[src/rtl/vec_alu_sequencer.sv]
`default_nettype none
// vec_alu_sequencer -- streams VRF element pairs through the ALU and writes results back. Rev 1.0
// Build option: define VEC_SEQ_OVF_TRAP_EN to abort on the first overflowing element.
module vec_alu_sequencer #(
  parameter int vdw_p        = 32,
  parameter int op_width_p   = 1,
  parameter int els_p        = 16,
  parameter int addr_width_p = 4
) (
  input  logic                        clk_i,
  input  logic                        reset_n_i,
  input  logic                        v_i,
  output logic                        ready_o,
  input  logic [op_width_p-1:0]       op_i,
  input  logic [$clog2(els_p+1)-1:0]  vlen_i,
  input  logic [addr_width_p-1:0]     vd_i,
  input  logic [addr_width_p-1:0]     vs1_i,
  input  logic [addr_width_p-1:0]     vs2_i,
  output logic                        rd_v_o,
  output logic [addr_width_p-1:0]     rd_reg_a_o,
  output logic [addr_width_p-1:0]     rd_reg_b_o,
  output logic [$clog2(els_p)-1:0]    rd_el_o,
  input  logic [vdw_p-1:0]            rd_data_a_i,
  input  logic [vdw_p-1:0]            rd_data_b_i,
  output logic [vdw_p-1:0]            alu_a_o,
  output logic [vdw_p-1:0]            alu_b_o,
  output logic [op_width_p-1:0]       alu_op_o,
  input  logic [vdw_p-1:0]            alu_result_i,
  input  logic                        alu_overflow_i,
  input  logic                        alu_zero_i,
  input  logic                        alu_negative_i,
  output logic                        wr_v_o,
  output logic [addr_width_p-1:0]     wr_reg_o,
  output logic [$clog2(els_p)-1:0]    wr_el_o,
  output logic [vdw_p-1:0]            wr_data_o,
  output logic                        done_v_o,
  input  logic                        done_yumi_i,
  output logic                        flag_overflow_o,
  output logic                        flag_all_zero_o,
  output logic                        flag_any_negative_o,
  output logic                        trap_o,
  output logic [$clog2(els_p)-1:0]    trap_el_o
);

  localparam int VLW = $clog2(els_p + 1);
  localparam int ELW = $clog2(els_p);

  typedef enum logic [1:0] {IDLE, RUN, DRAIN, DONE} state_e;

  state_e                  state_q;
  logic                    ready_q, done_v_q;
  logic [op_width_p-1:0]   op_q, alu_op_q;
  logic [addr_width_p-1:0] vd_q, vs1_q, vs2_q;
  logic [VLW-1:0]          vlen_q;
  logic                    rd_v_q, s1_v_q, alu_v_q, wr_v_q;
  logic [ELW-1:0]          rd_el_q, s1_el_q, alu_el_q, wr_el_q, trap_el_q;
  logic [vdw_p-1:0]        alu_a_q, alu_b_q, wr_data_q;
  logic                    ovf_q, zero_q, neg_q, trap_q;

  logic [VLW-1:0] vlen_clamp;
  logic           last_rd;
  logic           pipe_last;
  logic           trap_hit;

  assign vlen_clamp = (vlen_i > VLW'(els_p)) ? VLW'(els_p) : vlen_i;
  assign last_rd    = (VLW'(rd_el_q) == (vlen_q - VLW'(1)));
  // The write now on the port is the final one when nothing is left behind it.
  assign pipe_last  = wr_v_q & ~rd_v_q & ~s1_v_q & ~alu_v_q;

`ifdef VEC_SEQ_OVF_TRAP_EN
  assign trap_hit = alu_v_q & alu_overflow_i & ~trap_q;
`else
  assign trap_hit = 1'b0;
`endif

  always_ff @(posedge clk_i or negedge reset_n_i) begin
    if (!reset_n_i) begin
      state_q   <= IDLE;
      ready_q   <= 1'b1;
      done_v_q  <= 1'b0;
      op_q      <= '0;
      vd_q      <= '0;
      vs1_q     <= '0;
      vs2_q     <= '0;
      vlen_q    <= '0;
      rd_v_q    <= 1'b0;
      rd_el_q   <= '0;
      s1_v_q    <= 1'b0;
      s1_el_q   <= '0;
      alu_v_q   <= 1'b0;
      alu_el_q  <= '0;
      alu_a_q   <= '0;
      alu_b_q   <= '0;
      alu_op_q  <= '0;
      wr_v_q    <= 1'b0;
      wr_el_q   <= '0;
      wr_data_q <= '0;
      ovf_q     <= 1'b0;
      zero_q    <= 1'b1;
      neg_q     <= 1'b0;
      trap_q    <= 1'b0;
      trap_el_q <= '0;
    end else begin
      // Elements behind a trapping element are squashed before they reach the write port.
      s1_v_q  <= rd_v_q & ~trap_hit;
      s1_el_q <= rd_el_q;
      alu_v_q <= s1_v_q & ~trap_hit;
      if (s1_v_q) begin
        alu_a_q  <= rd_data_a_i;
        alu_b_q  <= rd_data_b_i;
        alu_op_q <= op_q;
        alu_el_q <= s1_el_q;
      end
      wr_v_q <= alu_v_q;
      if (alu_v_q) begin
        wr_el_q   <= alu_el_q;
        wr_data_q <= alu_result_i;
        ovf_q     <= ovf_q | alu_overflow_i;
        zero_q    <= zero_q & alu_zero_i;
        neg_q     <= neg_q | alu_negative_i;
      end
      if (trap_hit) begin
        trap_q    <= 1'b1;
        trap_el_q <= alu_el_q;
      end

      case (state_q)
        IDLE: begin
          if (v_i && ready_q) begin
            op_q      <= op_i;
            vd_q      <= vd_i;
            vs1_q     <= vs1_i;
            vs2_q     <= vs2_i;
            vlen_q    <= vlen_clamp;
            ready_q   <= 1'b0;
            rd_el_q   <= '0;
            ovf_q     <= 1'b0;
            zero_q    <= 1'b1;
            neg_q     <= 1'b0;
            trap_q    <= 1'b0;
            trap_el_q <= '0;
            if (vlen_clamp == '0) begin
              state_q  <= DONE;
              done_v_q <= 1'b1;
            end else begin
              state_q <= RUN;
              rd_v_q  <= 1'b1;
            end
          end
        end
        RUN: begin
          if (trap_hit || last_rd) begin
            rd_v_q  <= 1'b0;
            state_q <= DRAIN;
          end else begin
            rd_el_q <= rd_el_q + 1'b1;
          end
        end
        DRAIN: begin
          if (pipe_last) begin
            state_q  <= DONE;
            done_v_q <= 1'b1;
          end
        end
        DONE: begin
          if (done_yumi_i) begin
            done_v_q <= 1'b0;
            ready_q  <= 1'b1;
            state_q  <= IDLE;
          end
        end
        default: state_q <= IDLE;
      endcase
    end
  end

  assign ready_o             = ready_q;
  assign rd_v_o              = rd_v_q;
  assign rd_reg_a_o          = vs1_q;
  assign rd_reg_b_o          = vs2_q;
  assign rd_el_o             = rd_el_q;
  assign alu_a_o             = alu_a_q;
  assign alu_b_o             = alu_b_q;
  assign alu_op_o            = alu_op_q;
  assign wr_v_o              = wr_v_q;
  assign wr_reg_o            = vd_q;
  assign wr_el_o             = wr_el_q;
  assign wr_data_o           = wr_data_q;
  assign done_v_o            = done_v_q;
  assign flag_overflow_o     = ovf_q;
  assign flag_all_zero_o     = zero_q;
  assign flag_any_negative_o = neg_q;
  assign trap_o              = trap_q;
  assign trap_el_o           = trap_el_q;

endmodule
`default_nettype wire

[config.mk]
export PLATFORM = sky130hd
export DESIGN_NAME = vec_alu_sequencer
export DESIGN_NICKNAME = d
export VERILOG_FILES = /design/src/rtl/vec_alu_sequencer.sv
export SDC_FILE = /design/constraint.sdc
export NUM_CORES = 1
export LEC_CHECK = 0
export BUFFER_PORTS_ARGS = -buffer_cell sky130_fd_sc_hd__buf_2
export CAP_MARGIN = 30
export CORE_ASPECT_RATIO = 1.25
export CORE_MARGIN = 2
export CORE_UTILIZATION = 45
export DETAILED_ROUTE_END_ITERATION = 8
export PLACE_DENSITY = 0.86
export SYNTH_ARGS = -nofsm -noshare
export SYNTH_HDL_FRONTEND = slang
export SYNTH_SLANG_ARGS = --single-unit
[constraint.sdc]
create_clock -name clk_i -period 3.39 [get_ports clk_i]
set_input_delay 0.1695 -clock clk_i [delete_from_list [all_inputs] [get_ports clk_i]]
set_output_delay 0.1695 -clock clk_i [all_outputs]
set_load 0.01 [all_outputs]
==> results of run 1 <==
[cell usage in the layout (no fill, tap or decap), drive strengths merged, types with 2 or more instances in the layout]
cell type and n:
o21ai 10, xnor2 3, dfstp 2, o211ai 3, mux2i 2, nor3 5, nor3b 2, inv 13
nor2 7, nand3b 2, and3 3, clkbuf 20, dfrtp 140, or3 4, nand2b 2, ha 7
clkinvlp 4, nand2 53, dlygate4sd3 96, conb 5, bufinv 4, a21oi 8, mux2 105, nand3 3
buf 248
[through the flow]
| stage | std cells | power (mW) | instance area, sq um | hold slack (ns) |
|---|---|---|---|---|
| 2_1_floorplan | 413 | 3.10 | 5630 | -0.126 |
| 3_3_place_gp | 802 | 3.57 | 7000 | 0.289 |
| 3_5_place_dp | 802 | 3.68 | 7000 | 0.298 |
| 4_1_cts | 928 | 5.72 | 8560 | 0.000316 |
| 5_1_grt | 930 | 6.00 | 8580 | -0.00148 |
| 6_report | 930 | 5.72 | 8580 | 0.0117 |
[power by group]
part	switching, mW	total, mW	internal (mW)	leakage (nW)
logic	0.777	1.51	0.728	2.26
registers	0.222	2.25	2.03	1.68
clock network	0.718	1.96	1.24	0.288
[layout make-up]
cell class              count  area, sq um
multi-input cells         238         1930
clock buffers              20          437
inverters                  10         37.5
clock inverters            12          185
flip-flops and latches    142         3560
repair buffers            344         2230
well taps                 164          205
fillers                   792         3580
[layer usage]
metal	routed length (microns)	part of all wire, %	vias up	global-route usage, %
li1	-	-	2096	-
met1	5810	36	2246	24.8
met2	8850	55	206	45.0
met3	871	5.4	47	5.42
met4	560	3.5	0	10.6
met5	0	0	-	0
[flip-flops by register name, summed over array words and instances (netlist names), 2 cells and up]
signal / count
s1_el_q: 4
rd_el_o: 4
alu_el_q: 4
alu_b_o: 32
wr_el_o: 4
rd_reg_a_o: 4
wr_reg_o: 4
wr_data_o: 32
state_q: 2
vlen_q: 5
alu_a_o: 32
rd_reg_b_o: 4
[how the worst max path moves through the flow]
stage | start | endpoint | slack [ns] | cells after the start
floorplan | vlen_q[0] | state_q[0] | 1.51 | 7
global placement | vlen_q[0] | state_q[0] | 1.38 | 7
detailed placement | vlen_q[0] | state_q[0] | 1.25 | 7
CTS | vlen_q[0] | state_q[1] | 1.23 | 7
global route | vlen_q[0] | rd_el_o[2] | 1.06 | 7
finish | vlen_q[0] | rd_el_o[2] | 1.21 | 7
[synthesized netlist by cell type, types with 3 or more instances]
cell type / count / area [sq um]
ha_1: 7 / 87.6
inv_1: 10 / 37.5
nor2_1: 7 / 26.3
dfrtp_1: 140 / 3500
mux2_2: 105 / 1180
clkbuf_1: 13 / 48.8
o21ai_0: 10 / 50.1
buf_4: 5 / 37.5
nand3_1: 3 / 15.0
nand2_1: 53 / 199
and3_1: 3 / 18.8
a21oi_1: 8 / 40.0
nor3_1: 5 / 25.0
o211ai_1: 3 / 22.5
xnor2_1: 3 / 26.3
buf_1: 3 / 11.3
or3_1: 4 / 25.0
[logic make-up (layout without fill, tap and decap cells)]
logic type	count (synthesis)	after routing	synth area share (%)
DFF	142	142	63.3
AOI/OAI and AO/OA	31	31	3.45
other	1	5	0.0668
xor gates and xnor gates	5	5	1.05
buffers and inverters	33	386	2.58
muxes	107	107	21.4
and+or+nand+nor	83	83	6.59
adders and majority gates	7	7	1.56
==> results by group, run 1 <==
Status
  – Status: finished, final reports clean

Worst setup path
  – FF-to-FF Start: vlen_q[0]
  – Required time of the worst setup path: 3.71 ns
  – Register-to-Register Path Depth: 7
  – CP bufs+invs: 1
  – Critical path capture point type: register
  – Slowest CP cell: xor3_1
  – Startpoint Class: register
  – Setup Crit Path Kind: reg -> reg
  – Critical Path Fanout Max: 10
  – R2R Setup Slk: 1.21 ns
  – Crit path DAT: 2.50 ns
  – RR Endpoint: rd_el_o[2]
  – Max stage delay on crit path: 0.42 ns
  – CP cell instances: inv_1 > ha_1 > xor3_1 > o32ai_1 > nand3_1 > and3_1 > nor3_1
  – CP delay by family, top: simple AND/OR/NAND/NOR gates

Synth
  – Post-Syn Instances: 409
  – Dominant synthesized flop cell: dfrtp_1
  – Ys async rst share: 100%
  – Synth warn: 0
  – Yosys cell types: 39
  – Syn_area_per_cell: 13.7 sq um
  – Synthesized flop and latch total: 142
  – Number of enable flip-flop cells after synthesis: 0
  – Share of the yosys chip area belonging to registers: 63.3%
  – Post-Synthesis Cell Area: 0.00562 sq mm

Clock tree
  – Clock Tree Root: clkbuf_16
  – CTS tree: built
  – Clock Sink Count: 142
  – Post-CTS Resized: 0
  – Total CTS buffers: 17
  – Reg clk slew, reported paths: 0.06 ns
  – Hold-fix buffers, CTS: 94
  – H-tree levels: 4
  – Post-CTS setup buffer count: 0
  – Clk Latency, worst-skew pair: 0.41 ns
  – Buffer depth of the longest clock path: 2

STA
  – Slew Limit Fails: 0
  – Final Hold Fails: 0
  – Worst-margin pin slew: 0.922 ns
  – Period utilization: 64.4%
  – Post-route minimum period: 2.18 ns
  – Fmax: 0.458 GHz
  – Final TNS setup: 0 ns
  – Setup-failing EPs final: 0
  – Slew HR: 38.5%
  – RSZ-0062 raised after global routing: no
  – Skew final: 0.00686 ns
  – Setup WS post-layout: 1.21 ns

Die
  – Initial Utilization: 46.2%
  – Top-level port count: 250
  – Die Wd: 104 microns
  – Core area: 0.0122 sq mm
  – Die area: 0.0134 sq mm
  – Die Y: 129 microns
  – Site Rows: 45

Placed design
  – Worst slack at placement: 1.25 ns
  – Placer's final routability congestion estimate: 0.856
  – Dpl hpwl: 9400 microns
  – I/O Buffers: 244

Drt
  – Drt initial violations: 176
  – Pre-antenna DRT Iters: 4
  – Antenna viol nets, final: 0
  – Vias: 4,595
  – DRC Markers: 0
  – Number of vias per cell: 4.94
  – Drt wl/cell: 17.3 microns
  – DRT Wirelength: 16,100 microns

GRT
  – Initial antenna violation count: 0
  – GR Util All Layers: 23.6%
  – Pin count of the biggest net entering global routing: 91
  – Grt ovf: 0
  – Number of global-route vias before repair: 4,767
  – Global-route wire length before repair: 24,600 microns

Layout
  – # nets final: 881
  – Core Util, Final: 70.6%
  – N_diodes: 0
  – Layout cells sized above 1: 50.4%
  – Area delta synth->final: 52.8%

Job
  – Max_cap viols: 0

Worst hold path
  – Hold Crit Start: rd_data_a_i[16]
  – Hold Path Class: in -> reg
  – Hold Path End: alu_a_o[16]
  – Worst Hold Path Cells: 2

Power
  – VDD IR max: 0.423 mV
  – PwrDens: 666 mW/mm^2
  – Static leakage: 4.23 nW
No activity file was read; power rests on OpenSTA's default activity.
==> run 2: changes to the inputs <==
- CORE_UTILIZATION: 45 -> 43
- clock period: 3.39 -> 2 ns (I/O delays scaled with it)
==> run 2 against run 1 <==
  * Combinational power rose by 81%
  * Final cell count increased by 3.8%
  * Non-clock buffer count increased by 31
  * Register-to-register slack worse by 1.1 ns
  * Clock power rose by 49%
  * Via count rose by 1.8%
  * Clock-buffer cell count unchanged
  * Flip-flop and latch count did not move
  * Highest routed layer unchanged
==> results by group, run 2 (synthesized netlist as in run 1, its figures left out) <==
Worst setup path
  – Critical Path Fanout Max: 3 (was 10)
  – Register-to-Register Path Depth: 4 (was 7)
  – FF-to-FF Start: rd_v_o (was vlen_q[0])
  – R2R Setup Slk: 0.07 ns (was 1.21 ns)
  – Critical path capture point type: register (unchanged)
  – Setup Crit Path Kind: reg -> reg (unchanged)
  – Crit path DAT: 2.21 ns (was 2.50 ns)
  – CP Capture Point: state_q[0] (was rd_el_o[2])
  – Worst Setup SP: rd_v_o (was vlen_q[0])
  – RR Endpoint: state_q[0] (was rd_el_o[2])
  – Required time of the worst setup path: 2.28 ns (was 3.71 ns)
  – Startpoint Class: register (unchanged)

Drt
  – Vias: 4,680 (was 4,595)
  – Pre-antenna DRT Iters: 6 (was 4)
  – Number of vias per cell: 4.85 (was 4.94)
  – Drt initial violations: 212 (was 176)
  – Antenna viol nets, final: 0 (unchanged)
  – DRC Markers: 0 (unchanged)
  – Drt wl/cell: 17.1 microns (was 17.3 microns)
  – DRT Wirelength: 16,500 microns (was 16,100 microns)

Layout
  – # nets final: 912 (was 881)
  – Commonest cells after routing, fill and taps aside: 243 x buf_2, 139 x dfrtp_1, 118 x dlygate4sd3_1, 105 x mux2_2, 53 x nand2_1 (was 243 x buf_2, 139 x dfrtp_1, 105 x mux2_2, 96 x dlygate4sd3_1, 53 x nand2_1)
  – Area delta synth->final: 57.2% (was 52.8%)
  – # fillers: 836 (was 792)
  – Register area: 0.00356 sq mm (unchanged)
  – Commonest non-fill, non-tap cell in the layout: buf_2 (unchanged)
  – Multi-input logic area: 0.00195 sq mm (was 0.00193 sq mm)
  – N_diodes: 0 (unchanged)
  – Core Util, Final: 69.4% (was 70.6%)
  – Final non-filler cell total: 965 (was 930)
  – Fin area: 0.00883 sq mm (was 0.00858 sq mm)
  – Layout cells sized above 1: 50.2% (was 50.4%)

Die
  – Die Y: 132 microns (was 129 microns)
  – Die area: 0.0140 sq mm (was 0.0134 sq mm)
  – Top-level port count: 250 (unchanged)
  – Initial Utilization: 44.2% (was 46.2%)
  – Die Wd: 106 microns (was 104 microns)
  – Core area: 0.0127 sq mm (was 0.0122 sq mm)
  – Site Rows: 46 (was 45)

GRT
  – GR Util All Layers: 24.1% (was 23.6%)
  – Global-route wire length before repair: 26,400 microns (was 24,600 microns)
  – Pin count of the biggest net entering global routing: 71 (was 91)
  – Number of global-route vias before repair: 5,203 (was 4,767)
  – Initial antenna violation count: 0 (unchanged)
  – Grt ovf: 0 (unchanged)

Clock tree
  – Clk Latency, worst-skew pair: 0.40 ns (was 0.41 ns)
  – H-tree levels: 4 (unchanged)
  – CTS tree: built (unchanged)
  – Reg clk slew, reported paths: 0.06 ns (about the same)
  – Buffer depth of the longest clock path: 2 (unchanged)
  – Total CTS buffers: 17 (unchanged)
  – Clock Tree Root: clkbuf_16 (unchanged)
  – Clock Sink Count: 142 (unchanged)

STA
  – Post-route minimum period: 1.93 ns (was 2.18 ns)
  – Final TNS setup: 0 ns (unchanged)
  – Setup-failing EPs final: 0 (unchanged)
  – Skew final: 0.00899 ns (was 0.00686 ns)
  – Setup WS post-layout: 0.0704 ns (was 1.21 ns)
  – Worst-margin pin slew: 0.891 ns (was 0.922 ns)
  – Period utilization: 96.5% (was 64.4%)
  – Slew Limit Fails: 0 (unchanged)
  – Fmax: 0.518 GHz (was 0.458 GHz)
  – Slew HR: 40.6% (was 38.5%)
  – Final Hold Slack: 0.0104 ns (was 0.0117 ns)
  – Final Hold Fails: 0 (unchanged)

Worst hold path
  – Hold Path Class: in -> reg (unchanged)
  – Hold Crit Start: v_i (was rd_data_a_i[16])

Power
  – Power share of the clock group: 31.0% (was 34.3%)
  – Pwr Total: 9.45 mW (was 5.72 mW)
  – Sequential Power Share: 40.0% (was 39.4%)
  – Net switching power: 2.95 mW (was 1.72 mW)
  – Switch share: 31.2% (was 30.0%)
  – PwrDens: 1070 mW/mm^2 (was 666 mW/mm^2)
  – Combinational power share: 29.0% (was 26.3%)
  – Static leakage: 4.34 nW (was 4.23 nW)
  – P_int: 6.51 mW (was 4.00 mW)
  – VDD IR max: 0.768 mV (was 0.423 mV)

Placed design
  – I/O Buffers: 244 (unchanged)
  – Inst Count DP: 813 (was 802)
  – DP Area: 0.00706 sq mm (was 0.00700 sq mm)
  – Dpl hpwl: 9660 microns (was 9400 microns)
  – Placer's final routability congestion estimate: 0.802 (was 0.856)
  – Worst slack at placement: -0.0337 ns (was 1.25 ns)

Job
  – Max_cap viols: 0 (unchanged)

Status
  – Status: finished, final reports clean (unchanged)
-- run 2: changes by cell type in the layout (fill, tap and decap cells not counted), sizes merged --
cell / change
dlygate4sd3: +22
buf: +9
inv: +1
clkinvlp: +1
bufinv: -3
clkinv: +1
-- run 2: final cells by class --
cell class / count / share of cell area, %
clock inverters: 12 / 1.28
well taps: 168 / 2.38
flip-flops and latches: 142 / 40.3
multi-input cells: 238 / 22.1
inverters: 10 / 0.425
clock buffers: 20 / 4.95
repair buffers: 375 / 28.6
-- run 2: what timing repair did --
action                                  in CTS  in global routing
buffers inserted                             0                  2
hold endpoints to repair                   168                  0
cloned                                       0                  0
hold buffers                               118                  0
resized for setup                            1                  5
endpoints found under the setup margin       4                  9
pin swaps                                    1                  4
-- run 2: how the worst min path moves through the flow --
stage | to | slack (ns) | cells past startpoint
4_1_cts | ready_o | 0.0005 | 4
3_5_place_dp | alu_a_o[1] | 0.1 | 1
5_1_grt | ready_o | 0.02 | 4
2_1_floorplan | alu_a_o[0] | -0.20 | 0
3_3_place_gp | alu_a_o[1] | 0.09 | 1
6_report | ready_o | 0.01 | 4
-- run 2: critical path, stage by stage (launching register included) --
cell      delay [ns]
dfrtp_1         0.39
or4b_4          0.52
a222oi_1        0.47
a21bo_2         0.31
mux2i_1         0.12
-- run 2: power groups by stage --
| stage | Sequential, mW | Clock [mW] | Combinational [mW] |
|---|---|---|---|
| 2_1_floorplan | 4.00 | 0 | 1.26 |
| 3_3_place_gp | 3.78 | 0 | 2.33 |
| 3_5_place_dp | 3.82 | 0 | 2.46 |
| 4_1_cts | 3.77 | 2.99 | 2.66 |
| 5_1_grt | 3.85 | 3.15 | 3.00 |
| 6_report | 3.78 | 2.93 | 2.74 |
-- run 2: per-layer routing --
layer	GRT usage [%]	vias up	wire [microns]
met4	9.43	0	524
met2	45.2	187	9250
met5	0	-	0
met1	25.5	2296	5840
li1	-	2153	-
met3	5.88	44	872
